[src/rtl/pixel_packer.sv]
// pixel_packer: packs a stream of 16-bit pixels into 256-bit DMEM words.
// Sixteen pixels fill one word, with pixel k of the word in bits [16k+15:16k].
// Each word goes out on DMEM port B as a single-cycle write strobe. A final
// partial word is written with its unused lanes zeroed.
module pixel_packer #(
  parameter int NUM_PIXELS = 784,
  parameter int BASE_ADDR  = 0
) (
  input  logic         clk,
  input  logic         rst,
  input  logic         start,
  input  logic         pxl_valid,
  input  logic [15:0]  pxl_data,
  output logic         pxl_ready,
  output logic         dmem_wren,
  output logic [6:0]   dmem_wraddr,
  output logic [255:0] dmem_wrdata,
  output logic         busy,
  output logic         done,
  output logic         overrun
);

  localparam logic [10:0] LAST_IDX = 11'(NUM_PIXELS - 1);
  localparam logic [6:0]  BASE     = 7'(BASE_ADDR);

  typedef enum logic [1:0] {IDLE, FILL, DONE} state_t;

  state_t         state_reg;
  logic [10:0]    pix_cnt_reg;
  logic [3:0]     lane_reg;
  logic [6:0]     addr_reg;
  logic [255:0]   word_reg;
  logic [255:0]   word_next;
  logic           accept;
  logic           last_pix;
  logic           word_full;

  // Ready and busy are pure decodes of the state register, so they are glitch-free.
  assign pxl_ready = (state_reg == FILL);
  assign busy      = (state_reg == FILL);
  assign accept    = pxl_valid && (state_reg == FILL);
  assign last_pix  = (pix_cnt_reg == LAST_IDX);
  assign word_full = (lane_reg == 4'd15);

  // The word under construction, with the incoming pixel merged into its lane.
  // Lanes that have not been written yet hold zero, because word_reg is cleared
  // whenever a word is emitted. This zero-pads a partial final word for free.
  for (genvar gi = 0; gi < 16; gi++) begin : g_lane
    assign word_next[16*gi +: 16] = (accept && (lane_reg == 4'(gi))) ? pxl_data
                                                                     : word_reg[16*gi +: 16];
  end

  // Frame FSM, including word emission, address stepping and the sticky overrun flag.
  always_ff @(posedge clk) begin
    if (rst) begin
      state_reg   <= IDLE;
      pix_cnt_reg <= '0;
      lane_reg    <= '0;
      addr_reg    <= '0;
      word_reg    <= '0;
      dmem_wren   <= 1'b0;
      dmem_wraddr <= '0;
      dmem_wrdata <= '0;
      done        <= 1'b0;
      overrun     <= 1'b0;
    end else begin
      dmem_wren <= 1'b0;
      case (state_reg)
        IDLE, DONE: begin
          // A pixel offered while not ready is dropped and flagged.
          // When start arrives in the same cycle, the clear below wins.
          if (pxl_valid) overrun <= 1'b1;
          if (start) begin
            state_reg   <= FILL;
            done        <= 1'b0;
            overrun     <= 1'b0;
            pix_cnt_reg <= '0;
            lane_reg    <= '0;
            addr_reg    <= BASE;
            word_reg    <= '0;
          end
        end
        FILL: begin
          if (accept) begin
            pix_cnt_reg <= pix_cnt_reg + 11'd1;
            lane_reg    <= lane_reg + 4'd1;
            if (word_full || last_pix) begin
              dmem_wren   <= 1'b1;
              dmem_wrdata <= word_next;
              dmem_wraddr <= addr_reg;
              addr_reg    <= addr_reg + 7'd1;
              word_reg    <= '0;
            end else begin
              word_reg <= word_next;
            end
            if (last_pix) begin
              state_reg <= DONE;
              done      <= 1'b1;
            end
          end
        end
        default: state_reg <= IDLE;
      endcase
    end
  end

endmodule
[config.mk]
export PLATFORM = sky130hd
export DESIGN_NAME = pixel_packer
export DESIGN_NICKNAME = d
export VERILOG_FILES = /design/src/rtl/pixel_packer.sv
export SDC_FILE = /design/constraint.sdc
export NUM_CORES = 1
export LEC_CHECK = 0
export BUFFER_PORTS_ARGS = -buffer_cell sky130_fd_sc_hd__buf_2
export CORE_UTILIZATION = 45
export CTS_CLUSTER_DIAMETER = 30
export DETAILED_ROUTE_END_ITERATION = 12
export PLACE_DENSITY = 0.68
export RECOVER_POWER = 100
export SKIP_LAST_GASP = 1
export SYNTH_ARGS = -nofsm -noshare
export SYNTH_HDL_FRONTEND = slang
export SYNTH_SLANG_ARGS = --single-unit
[constraint.sdc]
create_clock -name clk -period 2.6 [get_ports clk]
set_input_delay 0.26 -clock clk [delete_from_list [all_inputs] [get_ports clk]]
set_output_delay 0.26 -clock clk [all_outputs]
set_load 0.01 [all_outputs]
==> After elaboration in Yosys (flattened, before gate mapping) <==
Cells that the tools add are included.
{ "totals": {"in_bits": 20, "reg_bits": 546, "word_cells": 108, "output_inout_bits": 268} }
{ "classes": {"add_sub_neg": 3, "n_eq_ne": 22, "reduce_logical": 30, "mux": 41, "n_bitwise": 2} }
{ "op_table": {"columns": ["operator", "count"], "rows": [
  ["256-bit 2-to-1 mux", 3],
  ["256-bit one-hot mux with 2 select lines", 1],
  ["16-bit 2-to-1 mux", 16],
  ["4-bit == test, second input constant", 8],
  ["11-bit 2-to-1 mux", 2],
  ["11-bit one-hot mux with 2 select lines", 1],
  ["7-bit 2-to-1 mux", 3],
  ["1-bit logical AND", 17],
  ["4-bit by 3-bit == test with 1-bit output, second input constant", 4],
  ["7-bit one-hot mux with 2 select lines", 1],
  ["11-bit by 1-bit adder with 11-bit output, second input constant", 1],
  ["11-bit by 10-bit == test with 1-bit output, second input constant", 1],
  ["3-bit AND reduction", 3],
  ["4-bit by 2-bit == test with 1-bit output, second input constant", 2],
  ["4-bit 2-to-1 mux", 2],
  ["4-bit one-hot mux with 2 select lines", 1],
  ["4-bit AND reduction", 2],
  ["7-bit by 1-bit adder with 7-bit output, second input constant", 1],
  ["1-bit 2-to-1 mux", 6],
  ["2-bit 2-to-1 mux", 3],
  ["2-bit by 1-bit inequality test with 1-bit output, second input constant", 3],
  ["4-bit by 1-bit adder with 4-bit output, second input constant", 1],
  ["4-bit by 1-bit == test with 1-bit output, second input constant", 1],
  ["4-bit zero test", 1],
  ["12 further kinds", 14]
]} }

==> Depth between registers and ports, before layout <==
{ "depth": {"ltp_word": 7, "ltp_mapped": 7, "ltp_nobuf": 6} }

==> Worst setup path after synthesis <==
OpenSTA, ideal clock, no wires.
{ "synth_timing": {"kind": "register -> register", "from": "register pix_cnt_reg[0]", "to": "register dmem_wrdata[38]", "t_required_ns": 2.461, "slack_ns": 0.706, "path_stages_with_launch": 8, "arrival_time_ns": 1.755, "n_path_buf": 2, "path_cell_list": "dfxtp_1 ha_1 nand3_1 o31a_1 nor2_1 buf_2 buf_4 a211oi_2"} }
{ "synth_between": {"elab_chain_len": 3} }
{ "synth_lines": {"columns": ["item", "line", "rtl"], "rows": [
  ["from (decl)", "29", "logic [10:0] pix_cnt_reg;"],
  ["from (signal assigned)", "85", "pix_cnt_reg <= pix_cnt_reg + 11'd1;"],
  ["11-bit by 10-bit == test with 1-bit output", "42", "assign last_pix = (pix_cnt_reg == LAST_IDX);"],
  ["1-bit logical OR", "87", "if (word_full || last_pix) begin"],
  ["3-bit AND reduction (no line)", null, null],
  ["to (signal assigned)", "89", "dmem_wrdata <= word_next;"],
  ["to (decl)", "17", "output logic [255:0] dmem_wrdata,"]
]} }
No other way between the ends.
A chain may end at the register's enable or synchronous reset.

==> Worst setup path in the final report <==
{ "layout_timing": {"from": "register state_reg[0]", "to": "register word_reg[107]"} }
{ "layout_between": {"elab_chain_len": 7, "elab_cells_between_ends": 14, "classes_between": "4 x eq/ne; 4 x mux; 6 x reduce/logical"} }
{ "layout_lines": {"columns": ["item", "line", "rtl"], "rows": [
  ["from (decl)", "28", "state_t state_reg;"],
  ["from (signal assigned)", "56", "state_reg <= IDLE;"],
  ["from (signal assigned)", "74", "state_reg <= FILL;"],
  ["from (signal assigned)", "97", "state_reg <= DONE;"],
  ["2-bit by 1-bit == test with 1-bit output", "41, 68", null],
  ["1-bit logical AND", "41", "assign accept = pxl_valid && (state_reg == FILL);"],
  ["1-bit logical AND", "49", "assign word_next[16*gi +: 16] = (accept && (lane_reg == 4'(gi))) ? pxl_data"],
  ["16-bit 2-to-1 mux", "49", null],
  ["256-bit 2-to-1 mux", "87", null],
  ["256-bit 2-to-1 mux", "84", "if (accept) begin"],
  ["256-bit one-hot mux with 2 select lines", "68", "case (state_reg)"],
  ["to (signal assigned)", "94", "word_reg <= word_next;"],
  ["to (decl)", "32", "logic [255:0] word_reg;"]
]} }
Parallel ways exist; a longest one is shown, timed or not. The select of a mux whose other input is x is not followed.

==> flow_metrics.py <==
metrics = {
    "outcome": {
        "run_status": "finished clean",
    },
    "route": {
        "vias_per_cell": 5.79,
        "routed_wire_length_per_instance_um": 21.5,
        "final_antenna_net_count": 0,
        "drt_first_pass_iters": 5,
        "drc_errors": 0,
        "route.vias.total": 16673,
        "wl_um": 61800,
        "detailed_router_s_first_iteration_violation_count": 1490,
    },
    "clocking": {
        "postCtsSetupBuffers": 0,
        "cts.path.max_buffers": 3,
        "post_cts.resized_instances": 0,
        "clk_root_buffer_cell": "sky130_fd_sc_hd__clkbuf_16",
        "htree_levels": 3,
        "cts_num_sinks": 546,
        "cts_tree": "done",
        "worst_skew_pair.late_latency_ns": 0.65,
        "worst_setup_hold_path_clk_slew_ns": 0.05,
        "cts_made_buffers": 110,
    },
    "cells_and_area": {
        "filler_cell_count": 3870,
        "final_layout_size_suffix_gt1_share_pct": 14.0,
        "layout.cells.most_common": "sky130_fd_sc_hd__dfxtp_1",
        "sequential_cell_area_in_the_final_layout_mm2": 0.0109,
        "multi_input_combinational_cell_area_mm2": 0.00826,
        "syn_to_final_growth_pct": 25.4,
        "finalNetCount": 2220,
        "antennaDiodeCount": 0,
        "layout.cells.most_common_list": "sky130_fd_sc_hd__dfxtp_1, sky130_fd_sc_hd__clkbuf_1, sky130_fd_sc_hd__a21oi_1",
    },
    "die": {
        "die_span_in_y_um": 215,
        "start_util_pct": 45.9,
        "rows": 77,
        "core-area_mm2": 0.0444,
        "io_pins": 288,
        "die-width_um": 215,
        "design.die.area_mm2": 0.0461,
    },
    "job": {
        "max_cap_viol_count": 0,
    },
    "pwr": {
        "power_density_mw_per_mm2": 917,
        "sequentialPowerShare_pct": 35.9,
        "switchingPower_mw": 5.17,
        "power.combinational.fraction_pct": 3.1,
        "p_leak_nw": 7.86,
        "sw_frac_of_total_pct": 22.1,
        "internal_power_mw": 18.3,
        "vdd_drop_max_mv": 0.588,
        "finalPower_mw": 23.4,
        "pwr-share-clk_pct": 61.0,
    },
    "sta": {
        "fin_crit_ns": 2.48,
        "grt_setup_unrepaired": "no",
        "layout_worst_path_cycle_share_pct": 95.2,
        "slew_headroom_pct": 43.6,
        "setup_skew_after_layout_ns": 0.0350,
        "tightestPinTransition_ns": 0.846,
        "finalHoldViolations": 0,
        "clock.fmax_mhz": 404,
        "total_negative_setup_slack_ns": 0,
        "timing_max_transition_violations_final": 0,
        "setup_viol": 0,
    },
    "critical_path": {
        "worst-path-max-fanout": 41,
        "cp_slowest_cell": "sky130_fd_sc_hd__and3b_1",
        "worstReg2RegEnd": "word_reg[107]",
        "reg2reg_depth": 7,
        "reg2reg_slack_ns": 0.12,
        "path_class": "reg -> reg",
        "cp.required_ns": 3.07,
        "critPathCaptureType": "register",
        "peak_per_stage_delay_on_the_critical_path_ns": 0.48,
        "crit_path_launch_type": "register",
        "r2r-start": "state_reg[0]",
        "cp_cell_sequence": "clkbuf_1, and3b_1, nor2_1, a21oi_4, buf_12, clkbuf_4, nor3_1",
        "worst-endpoint-arrival_ns": 2.95,
    },
    "grt": {
        "grt-ovfl-total": 0,
        "total_grt_usage_pct": 26.2,
        "grt_antenna_before_repair": 1,
        "grt_pass1_vias": 16314,
        "grt_start_max_net_pins": 136,
        "grt_pass1_wl_um": 95100,
    },
    "yosys": {
        "synthesized_nets": 1978,
        "synth-simple-area-share_pct": 9.12,
        "syn_inst": 1952,
        "async_reset_ff_share_pct": 0,
        "yosys.area_share.adder_pct": 0.368,
        "synth_enable_flop_cells": 0,
        "synthesis.yosys.warnings": 0,
        "ys_types": 52,
        "post_synth_xor_area_fraction_pct": 0.473,
        "post_synth.cell_area_avg_um2": 10.4,
        "complex_gate_fraction_of_the_synthesized_area_pct": 18.2,
        "synth_top_family_by_area": "compound AO/OA/AOI/OAI gates",
        "synthesis.area_mm2": 0.0204,
        "synth_mux_area_share_pct": 12.7,
        "synth-main-ff-cell": "sky130_fd_sc_hd__dfxtp_1",
        "synth_sequential_area_ratio_pct": 53.6,
        "synth-seq-cells": 546,
    },
    "hold_path": {
        "worstHoldPathType": "in -> reg",
        "worstHoldPathCells": 2,
        "hold_path.startpoint": "rst",
        "timing.hold.worst_endpoint": "dmem_wrdata[177]",
    },
    "place": {
        "gp_congestion": 0.806,
        "dp_hpwl_um": 35800,
        "portBuffers": 287,
    },
}
## worst max-delay path by stage
stage | depth (start not counted) | endpoint | start | slack, ns
after floorplan | 7 | dmem_wrdata[38] | pix_cnt_reg[0] | 0.71
after global placement | 7 | dmem_wrdata[93] | pix_cnt_reg[0] | 0.42
after detailed placement | 7 | dmem_wrdata[95] | pix_cnt_reg[0] | 0.27
after CTS | 7 | dmem_wrdata[95] | pix_cnt_reg[0] | 0.25
after global routing | 7 | word_reg[120] | pix_cnt_reg[0] | 0.04
final | 7 | word_reg[107] | state_reg[0] | 0.12
## cells by family (layout without fill, tap and decap cells)
family	after synthesis	in the layout
AO/OA/AOI/OAI	559	559
flip-flops	546	546
AND/OR/NAND/NOR	350	350
multiplexers	258	258
buffers and inverters	222	556
XOR/XNOR	11	11
adder cells (fa/ha/maj)	6	6
## per-layer routing
| layer | wire length (µm) | up-vias | global-route usage (%) |
|---|---|---|---|
| met5 | 0 | - | 0 |
| met4 | 1760 | 0 | 9.88 |
| met2 | 28300 | 653 | 40.4 |
| met3 | 4390 | 112 | 4.93 |
| li1 | - | 7740 | - |
| met1 | 27300 | 8168 | 36.1 |
## what timing repair did
action	4_1_cts	5_1_grt
hold buffers	2	0
hold endpoints to repair	2	0
setup endpoints to repair	0	0
## per-stage QoR
| step | setup slack, ns | utilization (%) | cells | cell area, µm² | hold slack (ns) |
|---|---|---|---|---|---|
| 5_1_grt | 0.0401 | 57.5 | 2878 | 25600 | 0.165 |
| 2_1_floorplan | 0.706 | - | 1952 | 20400 | 0.443 |
| 3_3_place_gp | 0.419 | 50.0 | 2672 | 22200 | 0.457 |
| 3_5_place_dp | 0.271 | 50.0 | 2672 | 22200 | 0.468 |
| 4_1_cts | 0.249 | 58.7 | 2878 | 26100 | 0.119 |
| 6_report | 0.124 | 57.5 | 2878 | 25600 | 0.130 |
## cells in the mapped netlist (9+ instances only)
| library cell | count | area, µm² |
|---|---|---|
| sky130_fd_sc_hd__a211oi_2 | 40 | 500 |
| sky130_fd_sc_hd__nand2_1 | 14 | 52.6 |
| sky130_fd_sc_hd__buf_2 | 59 | 295 |
| sky130_fd_sc_hd__o21ai_0 | 9 | 45.0 |
| sky130_fd_sc_hd__clkbuf_1 | 114 | 428 |
| sky130_fd_sc_hd__dfxtp_1 | 546 | 10900 |
| sky130_fd_sc_hd__nor2_2 | 9 | 56.3 |
| sky130_fd_sc_hd__nand3_1 | 16 | 80.1 |
| sky130_fd_sc_hd__nor3_1 | 259 | 1300 |
| sky130_fd_sc_hd__a211oi_1 | 220 | 1650 |
| sky130_fd_sc_hd__buf_4 | 37 | 278 |
| sky130_fd_sc_hd__nor2_1 | 22 | 82.6 |
| sky130_fd_sc_hd__mux2i_1 | 258 | 2580 |
| sky130_fd_sc_hd__a21oi_1 | 274 | 1370 |
## worst max-delay path: cells and delay by family, from the launching register on
kind	cells	cell delay (ns)
buffers and inverters	3	1.03
AND/OR/NAND/NOR	3	0.74
flip-flops	1	0.32
AO/OA/AOI/OAI	1	0.21
## power groups by stage
stage | sequential (mW) | clock (mW) | combinational (mW)
4_1_cts | 8.41 | 14.5 | 0.754
3_3_place_gp | 8.57 | 0 | 0.745
6_report | 8.41 | 14.3 | 0.723
5_1_grt | 8.40 | 14.9 | 0.754
2_1_floorplan | 8.57 | 0 | 0.464
3_5_place_dp | 8.57 | 0 | 0.750
## cell type report
cell class	instances	area share, %
clock buffers	139	12.1
flip-flops and latches	546	42.8
clock inverters	65	3.05
inverters	4	0.0587
well taps	592	2.90
repair buffers	348	6.83
multi-input cells	1184	32.3
Note: power is estimated with default switching activity, not from simulation.
